`src/rtl/rob_tag_alloc_pkg.sv`:
```
// Shared reorder-tag definitions used by the tag allocator, RAT and dispatch.
package rob_tag_alloc_pkg;

  localparam int unsigned TAG_W  = 5;
  localparam int unsigned DEPTH  = 32;
  localparam int unsigned OCC_W  = TAG_W + 1;
  localparam int unsigned NUM_WB = 4;

  typedef logic [TAG_W-1:0] tag_t;
  typedef logic [OCC_W-1:0] occ_t;

endpackage

```
`src/rtl/rob_ready_bits.sv`:
```
// Per-tag live/ready bit array: 2 allocate, 4 writeback, 2 clear, 2 read ports.
module rob_ready_bits
  import rob_tag_alloc_pkg::*;
(
  input  logic                         clk,
  input  logic                         rst,
  input  logic                         flush,
  input  logic                         alloc_en1,
  input  tag_t                         alloc_tag1,
  input  logic                         alloc_en2,
  input  tag_t                         alloc_tag2,
  input  logic [NUM_WB-1:0]            wb_en,
  input  logic [NUM_WB-1:0][TAG_W-1:0] wb_tag,
  input  logic                         clr_en1,
  input  tag_t                         clr_tag1,
  input  logic                         clr_en2,
  input  tag_t                         clr_tag2,
  input  tag_t                         rd_tag1,
  input  tag_t                         rd_tag2,
  output logic                         rd_rdy1_c,
  output logic                         rd_rdy2_c
);

  logic [DEPTH-1:0] live, rdy, live_nxt, rdy_nxt;

  // Writebacks only land on live tags; clears beat writebacks, allocation and flush win last.
  always_comb begin
    live_nxt = live;
    rdy_nxt  = rdy;
    for (int unsigned i = 0; i < NUM_WB; i++) begin
      if (wb_en[i] && live[wb_tag[i]]) rdy_nxt[wb_tag[i]] = 1'b1;
    end
    if (clr_en1) begin
      live_nxt[clr_tag1] = 1'b0;
      rdy_nxt[clr_tag1]  = 1'b0;
    end
    if (clr_en2) begin
      live_nxt[clr_tag2] = 1'b0;
      rdy_nxt[clr_tag2]  = 1'b0;
    end
    if (alloc_en1) begin
      live_nxt[alloc_tag1] = 1'b1;
      rdy_nxt[alloc_tag1]  = 1'b0;
    end
    if (alloc_en2) begin
      live_nxt[alloc_tag2] = 1'b1;
      rdy_nxt[alloc_tag2]  = 1'b0;
    end
    if (flush) begin
      live_nxt = '0;
      rdy_nxt  = '0;
    end
  end

  // Bit array state register.
  always_ff @(posedge clk or posedge rst) begin
    if (rst) begin
      live <= '0;
      rdy  <= '0;
    end else begin
      live <= live_nxt;
      rdy  <= rdy_nxt;
    end
  end

  assign rd_rdy1_c = rdy[rd_tag1];
  assign rd_rdy2_c = rdy[rd_tag2];

endmodule

```
`src/rtl/rob_tag_alloc.sv`:
```
// Reorder tag allocator and in-order commit sequencer.
// Optional: define ROB_STALL_CNT_EN to add a saturating stall_cnt output.
module rob_tag_alloc
  import rob_tag_alloc_pkg::*;
(
  input  logic        clk,
  input  logic        rst,
  input  logic        flush,
  input  logic        alloc_req1,
  input  logic        alloc_req2,
  output tag_t        new_tag1,
  output tag_t        new_tag2,
  output logic        stall,
  input  logic        we_INT1,
  input  logic        we_INT2,
  input  logic        we_MUL,
  input  logic        we_LW,
  input  tag_t        INT_tag1,
  input  tag_t        INT_tag2,
  input  tag_t        MUL_tag,
  input  tag_t        LW_tag,
  output tag_t        C_p,
  output logic        C_we1,
  output logic        C_we2,
  output occ_t        occ
`ifdef ROB_STALL_CNT_EN
  ,
  output logic [15:0] stall_cnt
`endif
);

  tag_t       head, tail, head_p1;
  occ_t       free_slots;
  logic [1:0] need, granted, committed;
  logic       grant1, grant2, rdy_head, rdy_head_p1;

  assign head_p1 = head + tag_t'(1);
  assign C_p     = head;

  // Dispatch side: stall uses only registered occupancy, ignoring same-cycle commits.
  always_comb begin
    need       = 2'(alloc_req1) + 2'(alloc_req2);
    free_slots = occ_t'(DEPTH) - occ;
    stall      = flush | (free_slots < occ_t'(need));
    grant1     = ~stall & alloc_req1;
    grant2     = ~stall & alloc_req2;
    granted    = stall ? 2'd0 : need;
    new_tag1   = tail;
    new_tag2   = tail + tag_t'(alloc_req1);
  end

  // Commit side: retire up to two ready tags from the head, suppressed by flush.
  always_comb begin
    C_we1     = ~flush & (occ != '0) & rdy_head;
    C_we2     = C_we1 & (occ >= occ_t'(2)) & rdy_head_p1;
    committed = 2'(C_we1) + 2'(C_we2);
  end

  // Head/tail pointers and occupancy.
  always_ff @(posedge clk or posedge rst) begin
    if (rst) begin
      head <= '0;
      tail <= '0;
      occ  <= '0;
    end else if (flush) begin
      head <= '0;
      tail <= '0;
      occ  <= '0;
    end else begin
      head <= head + tag_t'(committed);
      tail <= tail + tag_t'(granted);
      occ  <= occ + occ_t'(granted) - occ_t'(committed);
    end
  end

  rob_ready_bits u_bits (
    .clk        (clk),
    .rst        (rst),
    .flush      (flush),
    .alloc_en1  (grant1),
    .alloc_tag1 (new_tag1),
    .alloc_en2  (grant2),
    .alloc_tag2 (new_tag2),
    .wb_en      ({we_LW, we_MUL, we_INT2, we_INT1}),
    .wb_tag     ({LW_tag, MUL_tag, INT_tag2, INT_tag1}),
    .clr_en1    (C_we1),
    .clr_tag1   (head),
    .clr_en2    (C_we2),
    .clr_tag2   (head_p1),
    .rd_tag1    (head),
    .rd_tag2    (head_p1),
    .rd_rdy1_c  (rdy_head),
    .rd_rdy2_c  (rdy_head_p1)
  );

`ifdef ROB_STALL_CNT_EN
  // Saturating count of cycles where dispatch wanted tags but was held.
  always_ff @(posedge clk or posedge rst) begin
    if (rst) begin
      stall_cnt <= '0;
    end else if (flush) begin
      stall_cnt <= '0;
    end else if (stall && (need != 2'd0) && (stall_cnt != 16'hFFFF)) begin
      stall_cnt <= stall_cnt + 16'd1;
    end
  end
`endif

endmodule

```
`config.mk`:
```
export PLATFORM = sky130hd
export DESIGN_NAME = rob_tag_alloc
export DESIGN_NICKNAME = d
export VERILOG_FILES = /design/src/rtl/rob_tag_alloc_pkg.sv /design/src/rtl/rob_ready_bits.sv /design/src/rtl/rob_tag_alloc.sv
export SDC_FILE = /design/constraint.sdc
export NUM_CORES = 1
export LEC_CHECK = 0
export ABC_CLOCK_PERIOD_IN_PS = 13500
export CAP_MARGIN = 25
export CELL_PAD_IN_SITES_DETAIL_PLACEMENT = 0
export CELL_PAD_IN_SITES_GLOBAL_PLACEMENT = 1
export CORE_ASPECT_RATIO = 2
export CORE_MARGIN = 10
export CORE_UTILIZATION = 50
export CTS_CLUSTER_SIZE = 14
export DETAILED_ROUTE_END_ITERATION = 8
export PLACE_DENSITY = 0.91
export SKIP_LAST_GASP = 1
export SLEW_MARGIN = 25
export SYNTH_ARGS = -nofsm -noshare
export SYNTH_HDL_FRONTEND = slang
export SYNTH_SLANG_ARGS = --single-unit
```
`constraint.sdc`:
```
create_clock -name clk -period 13.5 [get_ports clk]
set_input_delay 2.7 -clock clk [delete_from_list [all_inputs] [get_ports clk]]
set_output_delay 2.7 -clock clk [all_outputs]
set_load 0.02 [all_outputs]
```
==> key figures <==
Run status
  – Status: completed

Timing
  – Setup-failing EPs final: 0
  – Max_slew headroom: about a fifth
  – Final WS setup: between 5 and 6 ns
  – Final Hold Fails: 0
  – Fin. max-slew vios: 0
  – Final period util: 61.23%
  – RSZ-0062 raised after global routing: no
  – Minimum clock period: around 8.3 ns
  – Worst slew pin tran: between 1 and 1.5 ns
  – Setup Total Neg Slack: 0 ns
  – Fmax: approximately 120 MHz
  – Setup Skew: 0.009532 ns

Clocking
  – H-tree depth: 3
  – CTS tree: done
  – Clock slew at reported path FFs: approximately 0.07 ns
  – Later-pin clock latency in the skew report: 0.35 ns
  – Hold_buf cts: 0
  – Post-CTS Resized: 0
  – CTS Buf Count: 9
  – CTS sink cnt: 80
  – Clock Tree Buf Depth: 2
  – Root Driver: clkbuf_16
  – Post-CTS setup buffers: 0

Synthesis
  – Leading area contributor after synthesis: dfrtp_1
  – Seq/Total Area, Yosys: approximately 25%
  – Number of synthesized flops with an enable pin: 0
  – Area contributors post-synth: dfrtp_1 (25%), mux4_2 (7.3%), mux2i_1 (4.4%), ha_1 (4.2%), nand2_1 (3.8%)
  – Netlist cell types: between 60 and 70
  – Cell Area, Synth: between 8000 and 9000 um^2
  – Synth Flop Type: dfrtp_1
  – Post-Syn Area per Cell: between 8 and 9 um^2
  – Mapped Cells: 967
  – Mapped Nets: 1027
  – Number of synthesized register bits: 80
  – Ys async rst share: between 90% and 100%
  – Synth Warn #: 0
  – Post-synth top area share: 24.98%

Die
  – Height of the die: 199.0 um
  – Die width: 109.5 um
  – Die area: around 22000 um^2
  – Core Area: between 15000 and 20000 um^2
  – Starting Density: 50.79%
  – Rows: 65
  – Num ports: 53

Global routing
  – Total congestion overflow: 0
  – Initial antenna violation count: 0
  – First-pass GRT wire length: 56.33 mm
  – Overall Global Routing Usage: a little over a third
  – Vias in the first global route: approximately 8500
  – Pin count of the biggest net entering global routing: between 80 and 90

Critical path
  – Crit Path Max Fanout: 27
  – Worst Reg-to-Reg Cells: 19
  – CP endpoint kind: output port
  – CP cell instances: clkdlybuf4s50_1, ha_1, inv_1, ha_1, a21oi_1, o311a_1, nor2_1, inv_1, clkdlybuf4s50_1
  – Critical path required time: 10.80 ns
  – WP data arrival: ~5.6 ns
  – Critical Path Slowest Stage Cell: o311a_1
  – Critical path class: in -> out
  – Crit path largest cell delay: 0.73 ns
  – CP Launch Type: input port

Hold path
  – Hold Path Class: reg -> reg
  – Hold Path Depth: 2

Pwr
  – PD cells: approximately 88 nW/um^2
  – Leakage: ~3.5 nW
  – Max IR drop VDD: 105.3 uV
  – Total Power: 788.7 uW

Route
  – Final ANT Viol Nets: 0
  – First drt pass iteration count: 6
  – Vias: 8765
  – Drt drc: 0
  – DR iter-0 viols: 854
  – Per-cell routed wire length: approximately 32 um
  – Drt total wl: slightly below 40 mm
  – Drt via density: around 7.4

Finish
  – Fraction of layout cells with a size suffix above 1: a little under a tenth
  – Final nets: 1045
  – Layout area overhead: 12.07%
  – Layout Cells excl Fill: ~1200
  – Layout Utilization: between 50 and 60%

Flow run
  – Maxcap violations: 0

Place
  – DP Cell Count: 1174
  – Pre-CTS setup slack: ~5.2 ns
  – Port bufs: 52
  – Hpwl dp: a little over 30 mm
  – RD Place Congestion: ~1.1
## state kept, by name, summed over array words and instances (netlist names)
register,flops
C_p,5
occ,6
u_bits.live,32
u_bits.rdy,32
new_tag1,5
## metal layers
metal	share of wire (%)	global-route usage, %
met1	30	34.66
met4	11	30.62
met5	0	0
met3	7.7	6.321
met2	51	62.81
## where the power goes
group | internal [mW] | switching (mW) | leakage (nW) | total (mW)
clock | 0.146 | 0.111 | 0.144 | 0.257
sequential | 0.251 | 0.0207 | 1.11 | 0.272
combinational | 0.0980 | 0.162 | 2.21 | 0.260
## cell usage in the layout, fill, tap and decap left out, types with 6 or more instances in the layout
master	instances
nand2b_1	14
and3b_1	6
mux4_2	26
xnor2_1	8
o22ai_1	32
nand3_1	34
a21oi_1	38
mux2i_1	35
dfrtp_1	80
or3_1	6
mux2_2	8
nor2_1	74
nand2_1	81
a31oi_1	12
nor4_1	13
a221oi_1	18
o31ai_1	12
nand4_1	11
a22oi_1	17
nor3_1	40
buf_4	15
nand3b_1	15
clkbuf_16	9
inv_1	55
nor3b_1	29
clkdlybuf4s50_1	52
o211ai_1	14
and3_1	10
ha_1	27
o21ai_0	20
a211oi_1	21
o21bai_1	19
or2_2	9
and2_1	9
a32oi_1	10
nor2b_1	21
a22o_1	7
## worst paths after layout
path | start | endpoint | slack, ns
worst max-delay path | alloc_req1 | stall | 5.23
worst min-delay path | u_bits.live[2] | u_bits.live[2] | 0.60
worst max register to register | C_p[1] | occ[5] | 7.58
worst min register to register | u_bits.live[2] | u_bits.live[2] | 0.60
max in group asynchronous | rst | u_bits.rdy[20] | 10.10
min in group asynchronous | rst | new_tag1[2] | 2.86
## cell families after synthesis
family,count (synthesis),synth area share (%)
AOI/OAI and AO/OA,263,23.34
xor gates and xnor gates,14,1.624
adders and majority gates,31,5.215
buffers and inverters,119,6.042
DFF,80,24.98
muxes,70,12.99
and+or+nand+nor,390,25.81
## stage by stage
step / hold WS (ns) / area [um^2]
CTS: 0.5934 / 8959
finish: 0.6019 / 8981
floorplan: 0.5162 / 8014
global placement: 0.5688 / 8648
detailed placement: 0.5762 / 8655
global route: 0.6280 / 8979
## cell usage after synthesis, types with 15 or more instances
| cell | number |
|---|---|
| nand2_1 | 81 |
| dfrtp_1 | 80 |
| nor2_1 | 74 |
| inv_1 | 56 |
| nor3_1 | 41 |
| clkbuf_1 | 39 |
| a21oi_1 | 38 |
| mux2i_1 | 35 |
| nand3_1 | 34 |
| o22ai_1 | 32 |
| nor3b_1 | 29 |
| ha_1 | 27 |
| mux4_2 | 26 |
| a211oi_1 | 21 |
| nor2b_1 | 21 |
| o21ai_0 | 20 |
| o21bai_1 | 19 |
| a221oi_1 | 18 |
| a22oi_1 | 17 |
| buf_2 | 15 |
| nand3b_1 | 15 |
## layout make-up
type | count | area [um^2]
multi-input cells | 768 | 5557
well taps | 201 | 251.5
flip-flops and latches | 80 | 2002
inverters | 57 | 215.2
fillers | 1532 | 6797
clock inverters | 7 | 78.83
repair buffers | 69 | 649.4
clock buffers | 9 | 225.2
diodes | 1 | 2.502
## critical path, delay by kind of cell
kind / cells / cell delay [ns]
AND/OR/NAND/NOR: 1 / 0.16
AO/OA/AOI/OAI: 2 / 0.86
adder cells (fa/ha/maj): 2 / 0.49
buffers and inverters: 4 / 1.36
No activity file was read; power rests on OpenSTA's default activity.
